--- config.mk ---
export PLATFORM = sky130hd
export DESIGN_NAME = enable_sat_counter
export DESIGN_NICKNAME = d
export VERILOG_FILES = /design/src/rtl/enable_sat_counter.sv
export SDC_FILE = /design/constraint.sdc
export NUM_CORES = 1
export LEC_CHECK = 0
export ABC_AREA = 1
export ABC_CLOCK_PERIOD_IN_PS = 1700
export CAP_MARGIN = 25
export CELL_PAD_IN_SITES_DETAIL_PLACEMENT = 0
export CELL_PAD_IN_SITES_GLOBAL_PLACEMENT = 1
export CORE_MARGIN = 2
export CORE_UTILIZATION = 30
export CTS_BUF_LIST = sky130_fd_sc_hd__clkbuf_8
export CTS_CLUSTER_DIAMETER = 50
export DETAILED_ROUTE_END_ITERATION = 8
export GPL_TIMING_DRIVEN = 0
export PLACE_DENSITY_LB_ADDON = 0.2
export SLEW_MARGIN = 20
export SYNTH_ARGS = -nofsm -noshare
export SYNTH_HDL_FRONTEND = slang
export SYNTH_SLANG_ARGS = --single-unit
--- constraint.sdc ---
create_clock -name clk_i -period 1.7 [get_ports clk_i]
set_input_delay 0.17 -clock clk_i [delete_from_list [all_inputs] [get_ports clk_i]]
set_output_delay 0.17 -clock clk_i [all_outputs]
set_load 0.03 [all_outputs]
--- src/rtl/enable_sat_counter.sv ---
// Saturating up-counter with a synchronous clear that beats increment.
module enable_sat_counter #(
  parameter int W = 8
) (
  input  logic         clk_i,
  input  logic         reset_ni,
  input  logic         clr_i,
  input  logic         inc_i,
  output logic [W-1:0] cnt_o
);

  logic [W-1:0] cnt_q, cnt_d;

  always_comb begin
    cnt_d = cnt_q;
    if (clr_i) begin
      cnt_d = '0;
    end else if (inc_i && (cnt_q != {W{1'b1}})) begin
      cnt_d = cnt_q + W'(1);
    end
  end

  always_ff @(posedge clk_i or negedge reset_ni) begin
    if (!reset_ni) cnt_q <= '0;
    else           cnt_q <= cnt_d;
  end

  assign cnt_o = cnt_q;

endmodule

# --- Word level (Yosys, flattened, before mapping) ---
# Cells that the tools add are included.
op_classes:
  addsub: 1
  n_eq_ne: 1
  n_mux: 2
  reduce_logical: 2
op_table:
  columns: ["operator", "n"]
  rows:
  - ["8-bit 2-to-1 mux", 2]
  - ["8-bit by 1-bit adder with 8-bit output (second input constant)", 1]
  - ["8-bit != test (second input constant)", 1]
  - ["2-bit nonzero test", 1]
  - ["1-bit logical AND", 1]
totals:
  register_bits: 8
  input_bits: 4
  output_inout_bits: 8

# --- Logic depth before layout (Yosys ltp) ---
depth:
  word_depth: 4
  mapped_depth: 9
  ltp_nobuf: 9

# --- Worst setup path after synthesis ---
# OpenSTA, ideal clock, no wires.
synth_timing:
  kind: "flip-flop to flip-flop"
  from: "register cnt_q[0] (netlist: cnt_o[0])"
  to: "register cnt_q[7] (netlist: cnt_o[7])"
  setup_ns: 0.113
  t_arrival_ns: 1.309
  slack_ns: 0.279
  path_stages_with_launch: 8
  path_buffers: 0
  period_less_slack_ns: 1.421
  path_cell_list: "dfrtp_1 > ha_1 > nand2_2 > nor2_2 > a21oi_1 > nand3_1 > nand2_1 > inv_1"
synth_between:
  elab_chain_len: 3
synth_rtl:
  columns: ["element", "line_no", "text"]
  rows:
  - ["from (decl)", "12", "logic [W-1:0] cnt_q, cnt_d;"]
  - ["from (signal assigned)", "25", "else cnt_q <= cnt_d;"]
  - ["8-bit by 1-bit adder with 8-bit output or 8-bit != test (tied branches)", "19, 18", null]
  - ["8-bit 2-to-1 mux or 1-bit logical AND (tied branches)", "18", "end else if (inc_i && (cnt_q != {W{1'b1}})) begin"]
  - ["8-bit 2-to-1 mux or 2-bit nonzero test (tied branches)", null, null]
# Several ways; a longest one is shown, not always the timed one. The select of a mux whose other input is x is not followed.
# A chain may end at the register's enable or synchronous reset.

# --- Worst setup path in the final report ---
layout_timing:
  from: "register cnt_q[5] (netlist: cnt_o[5])"
  to: "output port cnt_o[5]"
layout_lines:
  columns: ["element", "line_no", "text"]
  rows:
  - ["to (decl)", "9", "output logic [W-1:0] cnt_o"]
# No word-level cell between the ends.

==> metrics.md <==
| Metric | Value |
|---|---|
| Internal power | `0.000386 W` |
| Critical Path Start | `cnt_o[5]` |
| Final WL | `1210 µm` |
| P_leak | `0.322 nW` |
| Measured slew at the worst slew-check pin | `0.388 ns` |
| Setup TNS Final | `0 ns` |
| Clock Latency Late Sink | `0.23 ns` |
| DR WL/cell | `11.7 µm` |
| Grt met2 use | `18.9%` |
| Worst Hold Class | `in -> async` |
| VDD IR max | `0.451 mV` |
| Drt initial violations | `9` |
| CTS Buffer Depth | `2` |
| Post-CTS Resized | `0` |
| Via count | `513` |
| Reg clk slew, reported paths | `0.04 ns` |
| Cells after DPL | `101` |
| CP cell instances | `clkdlybuf4s50_1` |
| Met1 Use GR | `21.5%` |
| TritonCTS clock tree | `done` |
| Layout Nets | `95` |
| Antenna violation net count after detailed routing | `0` |
| Initial core utilization | `32.8%` |
| Die extent in y | `45.3 µm` |
| GR Overflow Total | `0` |
| Crit end category | `output pin` |
| CP Max Fanout | `7` |
| # Post-CTS Setup Buffers | `0` |
| Slew Limit Fails | `0` |
| Final Non-Filler Cells | `104` |
| Final HPWL from detailed placement | `894 µm` |
| Maxcap violations | `0` |
| Clock skew | `0.000657 ns` |
| Share of cells above drive strength 1 | `11.4%` |
| Die width | `45.3 µm` |
| Pre-antenna DRT Iters | `4` |
| Register area share after synthesis | `39.1%` |
| RSZ-0062 raised after global routing | `false` |
| Clock Tree Root | `clkbuf_8` |
| Std cell rows | `14` |
| Synthesis Warnings | `0` |
| Setup violators final | `0` |
| Hold bufs inserted after CTS | `0` |
| Logic gate share of total power | `15.4%` |
| Diode count | `0` |
| Placer Congestion | `0.823` |
| GRT Total Usage | `14.6%` |
| Via density | `4.93` |
| #FFs+latches synth | `8` |
| CP Launch Type | `register` |
| Final hold violation count | `0` |
| CP bufs+invs | `1` |
| Slowest-stage cell, CP | `clkdlybuf4s50_1` |
| CP Data Arrival Time | `1.37 ns` |
| Cells after synthesis | `74` |
| Synth Cell Area | `512 µm²` |
| Drt drc | `0` |
| Status | `finished, final reports clean` |
| Busiest layer in global routing | `met1` |
| Crit share post-route | `90.8%` |
| Reg-to-Reg Start | `cnt_o[0]` |
| Avg Inst Size Synth | `6.92 µm²` |
| # port buffers | `11` |
| Core area | `1560 µm²` |
| Post-route minimum period | `1.54 ns` |
| Ports | `12` |
| R2r setup slk | `0.21 ns` |
| DIE AREA | `2050 µm²` |
| Largest net degree at the start of global routing | `9` |
| Crit Path Category | `reg -> out` |
| First-pass GRT wire length | `2080 µm` |
| Sinks on Clock Net | `8` |
| Sw Ratio | `26.5%` |
| H-tree levels | `1` |
| Crit path largest cell delay | `0.71 ns` |
| Distinct cells, synth | `15` |
| Fill cell count | `171` |
| CP delay by family, top | `buffers and inverters` |
| Reg power frac | `40.1%` |
| Clock share of power | `44.5%` |
| Slew HR | `74.1%` |
| Pwr dens | `769 nW/µm²` |
| Vias in the first global route | `453` |
| Largest register FFs | `8` |
| Antenna violations before repair | `0` |
| Number of CTS-inserted buffers | `3` |
| Layout area overhead | `33.5%` |
| Achievable Freq | `648 MHz` |
| Worst EP required | `1.53 ns` |
| Met3 usage | `2.40%` |
| Syn nets | `79` |
| Switching power | `0.000139 W` |
-- cells in the mapped netlist (all sizes together) --
cell	count	share of area, %
nand2	28	23
inv	10	7.3
nand3	9	8.8
dfrtp	8	39
nor2	7	6.1
a21oi	5	5.6
nor3	2	2.0
o21bai	2	2.9
clkinv	1	1.7
ha	1	2.4
o21ai	1	0.98
-- path summary, 6_finish.rpt --
kind / endpoint / cells after the start
min in group clk_i: cnt_o[4] / 2
setup reg to reg: cnt_o[7] / 7
setup / recovery: cnt_o[5] / 1
hold / removal: cnt_o[1] / 1
hold reg to reg: cnt_o[4] / 2
max in group asynchronous: cnt_o[6] / 1
-- layout make-up --
class,instances,area (µm²),share of cell area [%]
Multi-Input combinational cell,55,265,38.8
Sequential cell,8,200,29.3
Timing Repair Buffer,11,110,16.1
Inverter,11,46.3,6.78
Clock buffer,3,41.3,6.04
Tap cell,16,20.0,2.93
-- power by group through the flow --
stage	clock network (W)	logic, W	registers (W)
after global routing	0.000247	0.0000891	0.000212
final	0.000234	0.0000809	0.000211
after detailed placement	0	0.0000818	0.000213
after floorplan	0	0.0000285	0.000228
after CTS	0.000237	0.0000820	0.000211
after global placement	0	0.0000815	0.000213
-- layout by cell type (no fill, tap or decap), types with 2 or more instances in the layout --
| master | instances |
|---|---|
| nand2_1 | 25 |
| clkdlybuf4s50_1 | 11 |
| inv_1 | 10 |
| nand3_1 | 9 |
| dfrtp_1 | 8 |
| nor2_1 | 5 |
| a21oi_1 | 4 |
| clkbuf_8 | 3 |
| nor2_2 | 2 |
| nand2_2 | 2 |
| nor3_1 | 2 |
| o21bai_1 | 2 |
-- per-layer routing --
| metal | up-vias | part of all wire (%) | wire length [µm] |
|---|---|---|---|
| met5 | - | 0 | 0 |
| met4 | 0 | 3.1 | 38 |
| met3 | 5 | 2.6 | 32 |
| met2 | 11 | 44 | 530 |
| met1 | 231 | 50 | 613 |
| li1 | 266 | - | - |
-- stage by stage --
step | utilization [%] | hold slack [ns] | area, µm² | setup slack [ns] | power [W]
after floorplan | - | -0.126 | 512 | 0.279 | 0.000257
after global placement | 41.2 | 0.490 | 642 | 0.204 | 0.000295
after global routing | 43.8 | 0.249 | 683 | 0.0817 | 0.000549
after CTS | 43.8 | 0.239 | 683 | 0.146 | 0.000530
after detailed placement | 41.2 | 0.483 | 642 | 0.212 | 0.000295
final | 43.8 | 0.224 | 683 | 0.156 | 0.000525
-- logic make-up after synthesis --
logic type / after synthesis / share of synthesized area (%)
adder cells (fa/ha/maj): 1 / 2.44
buffers and inverters: 11 / 9.05
AO/OA/AOI/OAI: 8 / 9.53
flip-flops: 8 / 39.1
AND/OR/NAND/NOR: 46 / 39.9
Power figures use the tool's default switching activity.
==> RTL edit 1 (config.mk and constraints unchanged) <==
`W`: 8 -> 12.
--- a/src/rtl/enable_sat_counter.sv
+++ b/src/rtl/enable_sat_counter.sv
@@ -1,6 +1,6 @@
 // Saturating up-counter with a synchronous clear that beats increment.
 module enable_sat_counter #(
-  parameter int W = 8
+  parameter int W = 12
 ) (
   input  logic         clk_i,
   input  logic         reset_ni,
Ports: changed (resized cnt_o); port bits go from 12 to 16. The function was not compared with the original's and may differ.
==> RTL edit 1 against the original RTL <==
Sequential share of layout area rose by 0.92 points. Wire length rose by 51%. Combinational power fell by 25%. Cell area rose by 45%. Total power rose by 30%. Sequential power rose by 40%. Clock skew rose by 0.0012 ns. Sequential cell count rose by 4. First-iteration DRC count rose by 22%. Synthesized area rose by 47%. Critical endpoint is now cnt_o[3]. Die area rose by 42%. Synthesized cell count rose by 49%. Setup slack got worse by 0.032 ns. Register-to-register slack improved by 0.05 ns. Critical path type unchanged.
==> RTL edit 1: results (changes against the original RTL) <==
[route]
routed_wl_um = 1831  ; +51%
wl_met1_um = 908  ; +48%
met3_length_um = 92  ; +190%
drt_iter0_drc = 11  ; +2
wl_met2_um = 805  ; +52%
vias_per_cell = 4.692  ; -4.9%

[critical_path]
crit_arrival_ns = 1.41  ; +0.04 ns

[sta]
skew_ns = 0.001890  ; +0.001233 ns
tightest_slew_ns = 0.5749  ; +0.1871 ns

[layout]
final_net_count = 135  ; +42%
synthToLayoutAreaGrowth_pct = 32.33
nClkBuffers = 4  ; +1
fin_cells = 159  ; +53%
fillers = 265  ; +55%
seq_share_pct = 30.23  ; +0.92 points
nNonClkBuffers = 15  ; +4
nonClkBufAreaFrac_pct = 15.11  ; -1.0 points
clkCellAreaFrac_pct = 5.542  ; -0.50 points

[power_and_ir_drop]
ir_drop_v = 0.0003616  ; -20%

[placed_design]
dp_hpwl_um = 1365  ; +53%
dpl.cell_count = 155  ; +53%

[yosys]
syn-instance-count = 110  ; +49%
syn_nets = 115  ; +46%
synthTopCellsByCount = nand2_1, nor2_1, dfrtp_1, nand3_1, inv_1
ys_types = 16  ; +1
synthAdderAreaFrac_pct = 1.667  ; -0.78 points
synth_compound_area_share_pct = 2.000  ; -7.5 points

[outcome]
outcome = completed

[clock_tree]
clkTransAtPathRegs_ns = 0.06  ; +0.02 ns

[grt]
grt_use_total_pct = 15.20  ; +0.56 points

RTL edit 1: changes by cell type after synthesis, moves of 2 or more:
cell	change
nand4_1	+5
nand3_1	+3
nand2_1	+16
o21bai_1	-2
xor2_1	+3
nor2_1	+10
nor2_2	-2
a21oi_1	-3
dfrtp_1	+4
RTL edit 1: final timing paths:
| kind | from | slack, ns | cells past startpoint | endpoint |
|---|---|---|---|---|
| worst max-delay path | cnt_o[3] | 0.12 | 1 | cnt_o[3] |
| worst min-delay path | reset_ni | 0.29 | 1 | cnt_o[11] |
| worst max register to register | cnt_o[1] | 0.26 | 8 | cnt_o[9] |
| worst min register to register | cnt_o[1] | 0.55 | 2 | cnt_o[1] |
| max in group asynchronous | reset_ni | 1.03 | 1 | cnt_o[6] |
| min in group clk_i | cnt_o[1] | 0.55 | 2 | cnt_o[1] |
RTL edit 1: power breakdown:
group / switching [mW] / total [mW] / internal [mW]
Sequential: 0.00574 / 0.296 / 0.290
Clock: 0.119 / 0.324 / 0.205
Combinational: 0.0397 / 0.0607 / 0.0210
==> RTL edit 2 (config.mk and constraints unchanged) <==
Made on the original files. Reset style: synchronous (`reset_ni`), changed in one clocked block.
--- a/src/rtl/enable_sat_counter.sv
+++ b/src/rtl/enable_sat_counter.sv
@@ -20,7 +20,7 @@
     end
   end
 
-  always_ff @(posedge clk_i or negedge reset_ni) begin
+  always_ff @(posedge clk_i) begin
     if (!reset_ni) cnt_q <= '0;
     else           cnt_q <= cnt_d;
   end
Behaviour: differs if reset_ni is asserted again (counterexample within 4 cycles, from zero or initial values and one cycle with reset_ni low); with reset_ni held inactive, the same outputs for 10 cycles.
==> RTL edit 2 against the original RTL <==
Highest routed layer is now met3. Setup slack worse by 0.0064 ns. Sequential cell count unchanged. Global-route usage down 2.2 points. Sequential share of layout area down 3.7 points. Wire length down 19%. Synthesized area down 9.5%. Cell area down 8.6%. Clock skew about the same. Critical path type unchanged.
Power is not compared: it rests on default switching activity, and its combinational part moved more than twofold at a synthesized area within 25%.
==> RTL edit 2: results (changes against the original RTL) <==
[grt]
grt_use_total_pct = 12.40  ; -2.2 points
use_met2_pct = 20.00  ; +1.1 points
grt.overflow.total = 0  ; unchanged
grt.met3_usage_pct = 7.660  ; +5.3 points
met1_usage_pct = 14.18  ; -7.4 points
grt_first_pass_wirelength_um = 1690  ; -19%

[placed_design]
dpl.cell_count = 98  ; -3.0%
place_congestion = 0.6856  ; -17%
io_buffers = 10  ; -1
dp_hpwl_um = 748.6  ; -16%
dp_slack_ns = 0.2996  ; +0.08722 ns
placed_area_um2 = 583.1  ; -9.2%

[layout]
multi_input_area_share_pct = 41.28  ; +2.5 points
fillers = 169  ; -1.2%
multi_input_gates = 53  ; -3.6%
fin_util_pct = 42.43  ; -1.4 points
nNonClkBuffers = 11  ; unchanged
clkCellAreaFrac_pct = 6.613  ; +0.57 points
final_net_count = 92  ; -3.2%
final_layout_size_suffix_gt1_share_pct = 11.76  ; +0.40 points
nNonClkInverters = 10  ; -1
seq_share_pct = 25.65  ; -3.7 points

[yosys]
synthArstFlopShare_pct = 0  ; -100 points
ys_seq_area_share_pct = 34.59  ; -4.5 points
synth_compound_area_share_pct = 8.649  ; -0.89 points
synthTopCellsByCount = nand2_1, nor2_1, dfxtp_1, inv_1, a21oi_1
synth_ff_type = dfxtp_1
ys_types = 18  ; +3
yosys-top-cells-area = dfxtp_1, nand2_1, nor2_1

[route]
vias_per_cell = 4.515  ; -8.5%
vias = 456  ; -11%
drtPass1Iterations = 2  ; -2
drt_iter0_drc = 6  ; -3

[clock_tree]
cts_setup_buffers = 0  ; unchanged

[sta]
tightest_slew_ns = 0.5092  ; +0.1214 ns
skew_ns = 0.001021  ; +0.0003635 ns

[hold_path]
hold_path.class = in2reg

[critical_path]
cp_max_fo = 6  ; -1
cp_top_family = buffers and inverters

[floorplan]
core_mm2 = 0.001471  ; -5.6%

[outcome]
outcome = completed

RTL edit 2: changes by cell type in the layout (fill, tap and decap cells not counted), sizes merged, moves of 2 or more:
cell | before | now
nand2 | 28 | 19
o21bai | 2 | 0
dfrtp | 8 | 0
nand3 | 9 | 4
nor2 | 7 | 16
dfxtp | 0 | 8
nand3b | 0 | 2
RTL edit 2: logic make-up (layout without fill, tap and decap cells):
group / Yosys count / after routing
compound gates: 8 / 8
fa+ha+maj: 1 / 1
buf+inv: 11 / 24
flops: 8 / 8
simple gates: 44 / 44
RTL edit 2: final timing paths:
path | startpoint | to | slack [ns] | cells past startpoint
max | cnt_o[2] | cnt_o[2] | 0.15 | 1
min | inc_i | cnt_o[0] | 0.30 | 3
max reg2reg | cnt_o[0] | cnt_o[6] | 0.37 | 8
min reg2reg | cnt_o[1] | cnt_o[1] | 0.53 | 2
RTL edit 2: layer usage:
layer  part of all wire [%]  wire, µm
met5                      0         0
met4                      0         0
met3                    5.1        50
met2                     45       444
met1                     50       487
